`src/rtl/multicycle_control_unit.sv`:
```
// Multi-cycle MIPS control FSM: fetch/decode/execute/memory/writeback sequencing with a bounded memory wait.
// Define ILLEGAL_TRAP_EN to park undefined opcodes in TRAP; otherwise they retire as a NOP from DECODE.
module multicycle_control_unit #(
  parameter int OPCODE_W = 6,
  parameter int ALUOP_W  = 2,
  parameter int WAIT_W   = 4,
  parameter int MAX_WAIT = 15
) (
  input  logic                clk,
  input  logic                rst,
  input  logic [OPCODE_W-1:0] OpCode,
  input  logic                mem_ready,
  output logic                pc_write,
  output logic                pc_write_cond,
  output logic                i_or_d,
  output logic                mem_read,
  output logic                mem_write,
  output logic                ir_write,
  output logic                mem_to_reg,
  output logic                reg_dst,
  output logic                reg_write,
  output logic                alu_src_a,
  output logic [1:0]          alu_src_b,
  output logic [ALUOP_W-1:0]  ALUop,
  output logic [1:0]          pc_src,
  output logic [3:0]          state,
  output logic                instr_done,
  output logic                mem_timeout
);

  typedef enum logic [3:0] {
    FETCH   = 4'd0,
    DECODE  = 4'd1,
    MEMADDR = 4'd2,
    MEMRD   = 4'd3,
    MEMWB   = 4'd4,
    MEMWR   = 4'd5,
    EXEC    = 4'd6,
    RWB     = 4'd7,
    BRANCH  = 4'd8,
    JUMP    = 4'd9,
    ADDIEX  = 4'd10,
    ADDIWB  = 4'd11,
    TRAP    = 4'd12
  } state_t;

  localparam logic [OPCODE_W-1:0] OP_RTYPE = OPCODE_W'(6'b000000);
  localparam logic [OPCODE_W-1:0] OP_LW    = OPCODE_W'(6'b100011);
  localparam logic [OPCODE_W-1:0] OP_SW    = OPCODE_W'(6'b101011);
  localparam logic [OPCODE_W-1:0] OP_BEQ   = OPCODE_W'(6'b000100);
  localparam logic [OPCODE_W-1:0] OP_J     = OPCODE_W'(6'b000010);
  localparam logic [OPCODE_W-1:0] OP_ADDI  = OPCODE_W'(6'b001000);

  state_t              state_q, state_d;
  logic [WAIT_W-1:0]   cnt_q, cnt_d;
  logic                expired;

  // Counter clears by default, so every state entry and every mem_ready start from zero.
  assign expired = (cnt_q == WAIT_W'(MAX_WAIT)) && !mem_ready;
  assign state   = state_q;

  always_comb begin
    state_d       = state_q;
    cnt_d         = '0;
    pc_write      = 1'b0;
    pc_write_cond = 1'b0;
    i_or_d        = 1'b0;
    mem_read      = 1'b0;
    mem_write     = 1'b0;
    ir_write      = 1'b0;
    mem_to_reg    = 1'b0;
    reg_dst       = 1'b0;
    reg_write     = 1'b0;
    alu_src_a     = 1'b0;
    alu_src_b     = 2'b00;
    ALUop         = '0;
    pc_src        = 2'b00;
    instr_done    = 1'b0;
    mem_timeout   = 1'b0;
    unique case (state_q)
      FETCH: begin
        mem_read  = 1'b1;
        alu_src_b = 2'b01;
        if (mem_ready) begin
          ir_write = 1'b1;
          pc_write = 1'b1;
          state_d  = DECODE;
        end else if (expired) begin
          mem_timeout = 1'b1;
          state_d     = FETCH;
        end else begin
          cnt_d = cnt_q + WAIT_W'(1);
        end
      end
      DECODE: begin
        alu_src_b = 2'b11;
        if (OpCode == OP_RTYPE)                     state_d = EXEC;
        else if (OpCode == OP_LW || OpCode == OP_SW) state_d = MEMADDR;
        else if (OpCode == OP_BEQ)                  state_d = BRANCH;
        else if (OpCode == OP_J)                    state_d = JUMP;
        else if (OpCode == OP_ADDI)                 state_d = ADDIEX;
        else begin
`ifdef ILLEGAL_TRAP_EN
          state_d = TRAP;
`else
          instr_done = 1'b1;
          state_d    = FETCH;
`endif
        end
      end
      MEMADDR: begin
        alu_src_a = 1'b1;
        alu_src_b = 2'b10;
        state_d   = (OpCode == OP_SW) ? MEMWR : MEMRD;
      end
      MEMRD: begin
        mem_read = 1'b1;
        i_or_d   = 1'b1;
        if (mem_ready) begin
          state_d = MEMWB;
        end else if (expired) begin
          mem_timeout = 1'b1;
          state_d     = FETCH;
        end else begin
          cnt_d = cnt_q + WAIT_W'(1);
        end
      end
      MEMWB: begin
        reg_write  = 1'b1;
        mem_to_reg = 1'b1;
        instr_done = 1'b1;
        state_d    = FETCH;
      end
      MEMWR: begin
        i_or_d = 1'b1;
        // The write request is withdrawn in the expiring cycle so nothing commits on timeout.
        mem_write = !expired;
        if (mem_ready) begin
          instr_done = 1'b1;
          state_d    = FETCH;
        end else if (expired) begin
          mem_timeout = 1'b1;
          state_d     = FETCH;
        end else begin
          cnt_d = cnt_q + WAIT_W'(1);
        end
      end
      EXEC: begin
        alu_src_a = 1'b1;
        ALUop     = ALUOP_W'(2'b10);
        state_d   = RWB;
      end
      RWB: begin
        reg_write  = 1'b1;
        reg_dst    = 1'b1;
        instr_done = 1'b1;
        state_d    = FETCH;
      end
      BRANCH: begin
        alu_src_a     = 1'b1;
        ALUop         = ALUOP_W'(2'b01);
        pc_write_cond = 1'b1;
        pc_src        = 2'b01;
        instr_done    = 1'b1;
        state_d       = FETCH;
      end
      JUMP: begin
        pc_write   = 1'b1;
        pc_src     = 2'b10;
        instr_done = 1'b1;
        state_d    = FETCH;
      end
      ADDIEX: begin
        alu_src_a = 1'b1;
        alu_src_b = 2'b10;
        state_d   = ADDIWB;
      end
      ADDIWB: begin
        reg_write  = 1'b1;
        instr_done = 1'b1;
        state_d    = FETCH;
      end
      TRAP: state_d = TRAP;
      default: state_d = FETCH;
    endcase
  end

  always_ff @(posedge clk) begin
    if (rst) begin
      state_q <= FETCH;
      cnt_q   <= '0;
    end else begin
      state_q <= state_d;
      cnt_q   <= cnt_d;
    end
  end

endmodule

```
`config.mk`:
```
export PLATFORM = sky130hd
export DESIGN_NAME = multicycle_control_unit
export DESIGN_NICKNAME = d
export VERILOG_FILES = /design/src/rtl/multicycle_control_unit.sv
export SDC_FILE = /design/constraint.sdc
export NUM_CORES = 1
export LEC_CHECK = 0
export BUFFER_PORTS_ARGS = -buffer_cell sky130_fd_sc_hd__buf_2
export CORE_UTILIZATION = 24
export CTS_CLUSTER_DIAMETER = 40
export DETAILED_ROUTE_END_ITERATION = 8
export GPL_TIMING_DRIVEN = 0
export MAX_ROUTING_LAYER = met4
export SKIP_LAST_GASP = 1
export SLEW_MARGIN = 15
export SYNTH_ARGS = -nofsm -noshare
export SYNTH_HDL_FRONTEND = slang
export SYNTH_SLANG_ARGS = --single-unit
```
`constraint.sdc`:
```
create_clock -name clk -period 1.7 [get_ports clk]
set_clock_uncertainty 0.2 [all_clocks]
set_input_delay 0.34 -clock clk [delete_from_list [all_inputs] [get_ports clk]]
set_output_delay 0.34 -clock clk [all_outputs]
set_load 0.05 [all_outputs]
```
==> reports/metrics.cfg <==
[worst_setup_path]
r2r.worst_path.cells = 5
worstPathArrival_ns = 1.44
cp_slowest_cell = dfxtp_4
cp_common_cell = clkbuf_16
critPathRequiredTime_ns = 1.16
critPathMaxStageDelay_ns = 0.36
cp.buffers_inverters = 3
crit_chain = clkbuf_16, clkbuf_16, nor2_4, nand2_2, a21oi_4, buf_6
cp.depth = 6
worst_setup_path_end_kind = output pin
critPathTopFamily = buffers and inverters
cp_max_fo = 7
start_kind = flip-flop
critical_path_class = flip-flop to output pin

[logic_synthesis]
syn_area_um2 = 781
yosys.area.top_type = dfxtp_1
synth_nets = 120
ys_warn_count = 0
ys_ff_latch = 8
syn_inst = 110
synth_cell_types = 37
synth_edf_count = 0
yosysTopAreaCellShare = 0.205
async_flop_share = 0
synth_flop_cell = dfxtp_1
seq_area_frac_synth = 0.205
syn-mean-instance-area_um2 = 7.10
synth.area.top_cells = dfxtp_1, a21oi_1, nor3_1

[die]
num_io_pins = 31
die-area_um2 = 3490
die_h_um = 59.0
core_area_um2 = 3080
initial_core_util = 0.254
fp-row-count = 20
die_w_um = 59.0

[route]
vias = 1070
drc_errors = 0
wl_per_cell_um = 14.6
viasPerCell = 5.12
drtIter0Drc = 68
first_pass_iters = 4
finalWirelength_um = 3050
ant_nets = 0

[run_status]
outcome = finished with violations
violations = negative setup slack

[power_and_ir_drop]
max-vdd-ir-drop_mv = 0.336
p_leak_nw = 0.679
power_density_nw_per_um2 = 444

[run]
maxCapViolCount = 0

[finish]
n_antenna_cell = 0
design_area_um2 = 1710
fin_cells = 209
layout.nets = 176
area_growth_pct = 120
final_layout_size_suffix_gt1_frac = 0.685

[clocking]
cts_buffers = 3
clk-insertion-delay-late_ns = 0.26
htreeDepth = 1
clk_pin_slew_ns = 0.06
cts_sinks = 8
clock-root-buffer = clkbuf_4
cts_tree = done
cts_max_path_buffers = 2

[timing]
worst_pin_slew_ns = 0.369
rsz0062_at_grt = yes
finalWorstSetupSlack_ns = -0.282
hold_violations = 0
slew_viol_final = 0
fmax_ghz = 0.505
holdWs_ns = 0.200
setup_viol = 21
fin_crit_sh = 1.17
period_needed_ns = 1.98
setup_tns_ns = -4.01
slew_headroom = 0.752

[placed_design]
gp_congestion = 0.842
port_buffers = 30
dp_hpwl_um = 1890
placed_cell_area_um2 = 1250
place_inst = 184

[global_routing]
grt_antenna_before_repair = 0
grt_pass1_vias = 1100
grt_pass1_wl_um = 5130
grt_overflow = 0
grt_use_total = 0.201
grt_max_degree = 11

[hold_path]
whs_path_depth = 3
hold_class = input pin to flip-flop

[flip-flops by register name, summed over array words and instances, names as in the netlist]
| register | count |
|---|---|
| cnt_q | 4 |
| state | 4 |
[tightest hold or removal path, delay by kind of cell]
kind / cells / cell delay, ns
AND/OR/NAND/NOR: 2 / 0.19
buffers and inverters: 1 / 0.10
[cells by family after synthesis]
family,after synthesis,synth area share
buffers and inverters,12,0.0865
adders and majority gates,1,0.0160
AOI/OAI and AO/OA,27,0.223
and+or+nand+nor,58,0.415
DFF,8,0.205
xor gates and xnor gates,4,0.0545
[what timing repair did]
item                                   in CTS  in global routing
setup endpoints to repair                  22                 27
hold buffers                                0                  0
endpoints found under the hold margin       0                  0
pin swaps                                  15                  7
resized for setup                          65                 10
buffers inserted                           18                  4
[synthesized netlist by cell type (3+ instances only)]
| cell type | instances |
|---|---|
| nand3_1 | 4 |
| buf_2 | 3 |
| buf_4 | 3 |
| nand3b_1 | 3 |
| nor3_1 | 9 |
| or2_2 | 3 |
| dfxtp_1 | 8 |
| nor2_1 | 12 |
| o21bai_1 | 3 |
| a21oi_1 | 10 |
| o21ai_0 | 3 |
| nor3b_1 | 3 |
| o211ai_1 | 3 |
| nand2b_1 | 6 |
| nand2_1 | 7 |
[per-stage QoR]
stage	power, mW	util	worst slack [ns]
floorplan	0.419	-	-0.381
global route	0.794	0.557	-0.353
global placement	0.474	0.408	-0.204
finish	0.760	0.557	-0.282
CTS	0.733	0.530	-0.302
detailed placement	0.480	0.408	-0.218
[cell usage in the layout (no fill, tap or decap), types with 4 or more instances in the layout]
master / instances
a21oi_1: 4
a21oi_2: 5
buf_2: 12
buf_4: 18
buf_6: 16
buf_8: 9
clkbuf_4: 4
dfxtp_4: 4
nand2b_4: 4
nor2_1: 5
nor2_4: 5
nor3_1: 4
nor3_4: 5
[area by class of cell]
| type | instances | area [um^2] |
|---|---|---|
| Sequential cell | 8 | 178 |
| Tap cell | 44 | 55.1 |
| Multi-Input combinational cell | 90 | 820 |
| Fill cell | 263 | 1360 |
| Timing Repair Buffer | 52 | 470 |
| Inverter | 2 | 7.51 |
| Clock buffer | 4 | 26.3 |
| Buffer | 9 | 158 |
[power by group]
part,internal (mW),total [mW],switching (mW)
Clock,0.0905,0.166,0.0756
Sequential,0.191,0.201,0.00976
Combinational,0.177,0.393,0.216
Total,0.459,0.760,0.301
[final timing paths]
| path | slack (ns) | endpoint | start |
|---|---|---|---|
| max | -0.28 | alu_src_b[1] | state[3] |
| min | 0.20 | cnt_q[1] | rst |
| max reg2reg | -0.13 | state[2] | state[1] |
| min reg2reg | 0.36 | cnt_q[0] | cnt_q[0] |
[per-layer routing]
metal | vias up | wire length, um | GRT usage
met5 | - | 0 | -
met4 | 0 | 77 | 0.0884
met3 | 10 | 152 | 0.0262
met2 | 43 | 1600 | 0.343
met1 | 509 | 1210 | 0.236
li1 | 508 | - | -
No activity file was read; power rests on OpenSTA's default activity.
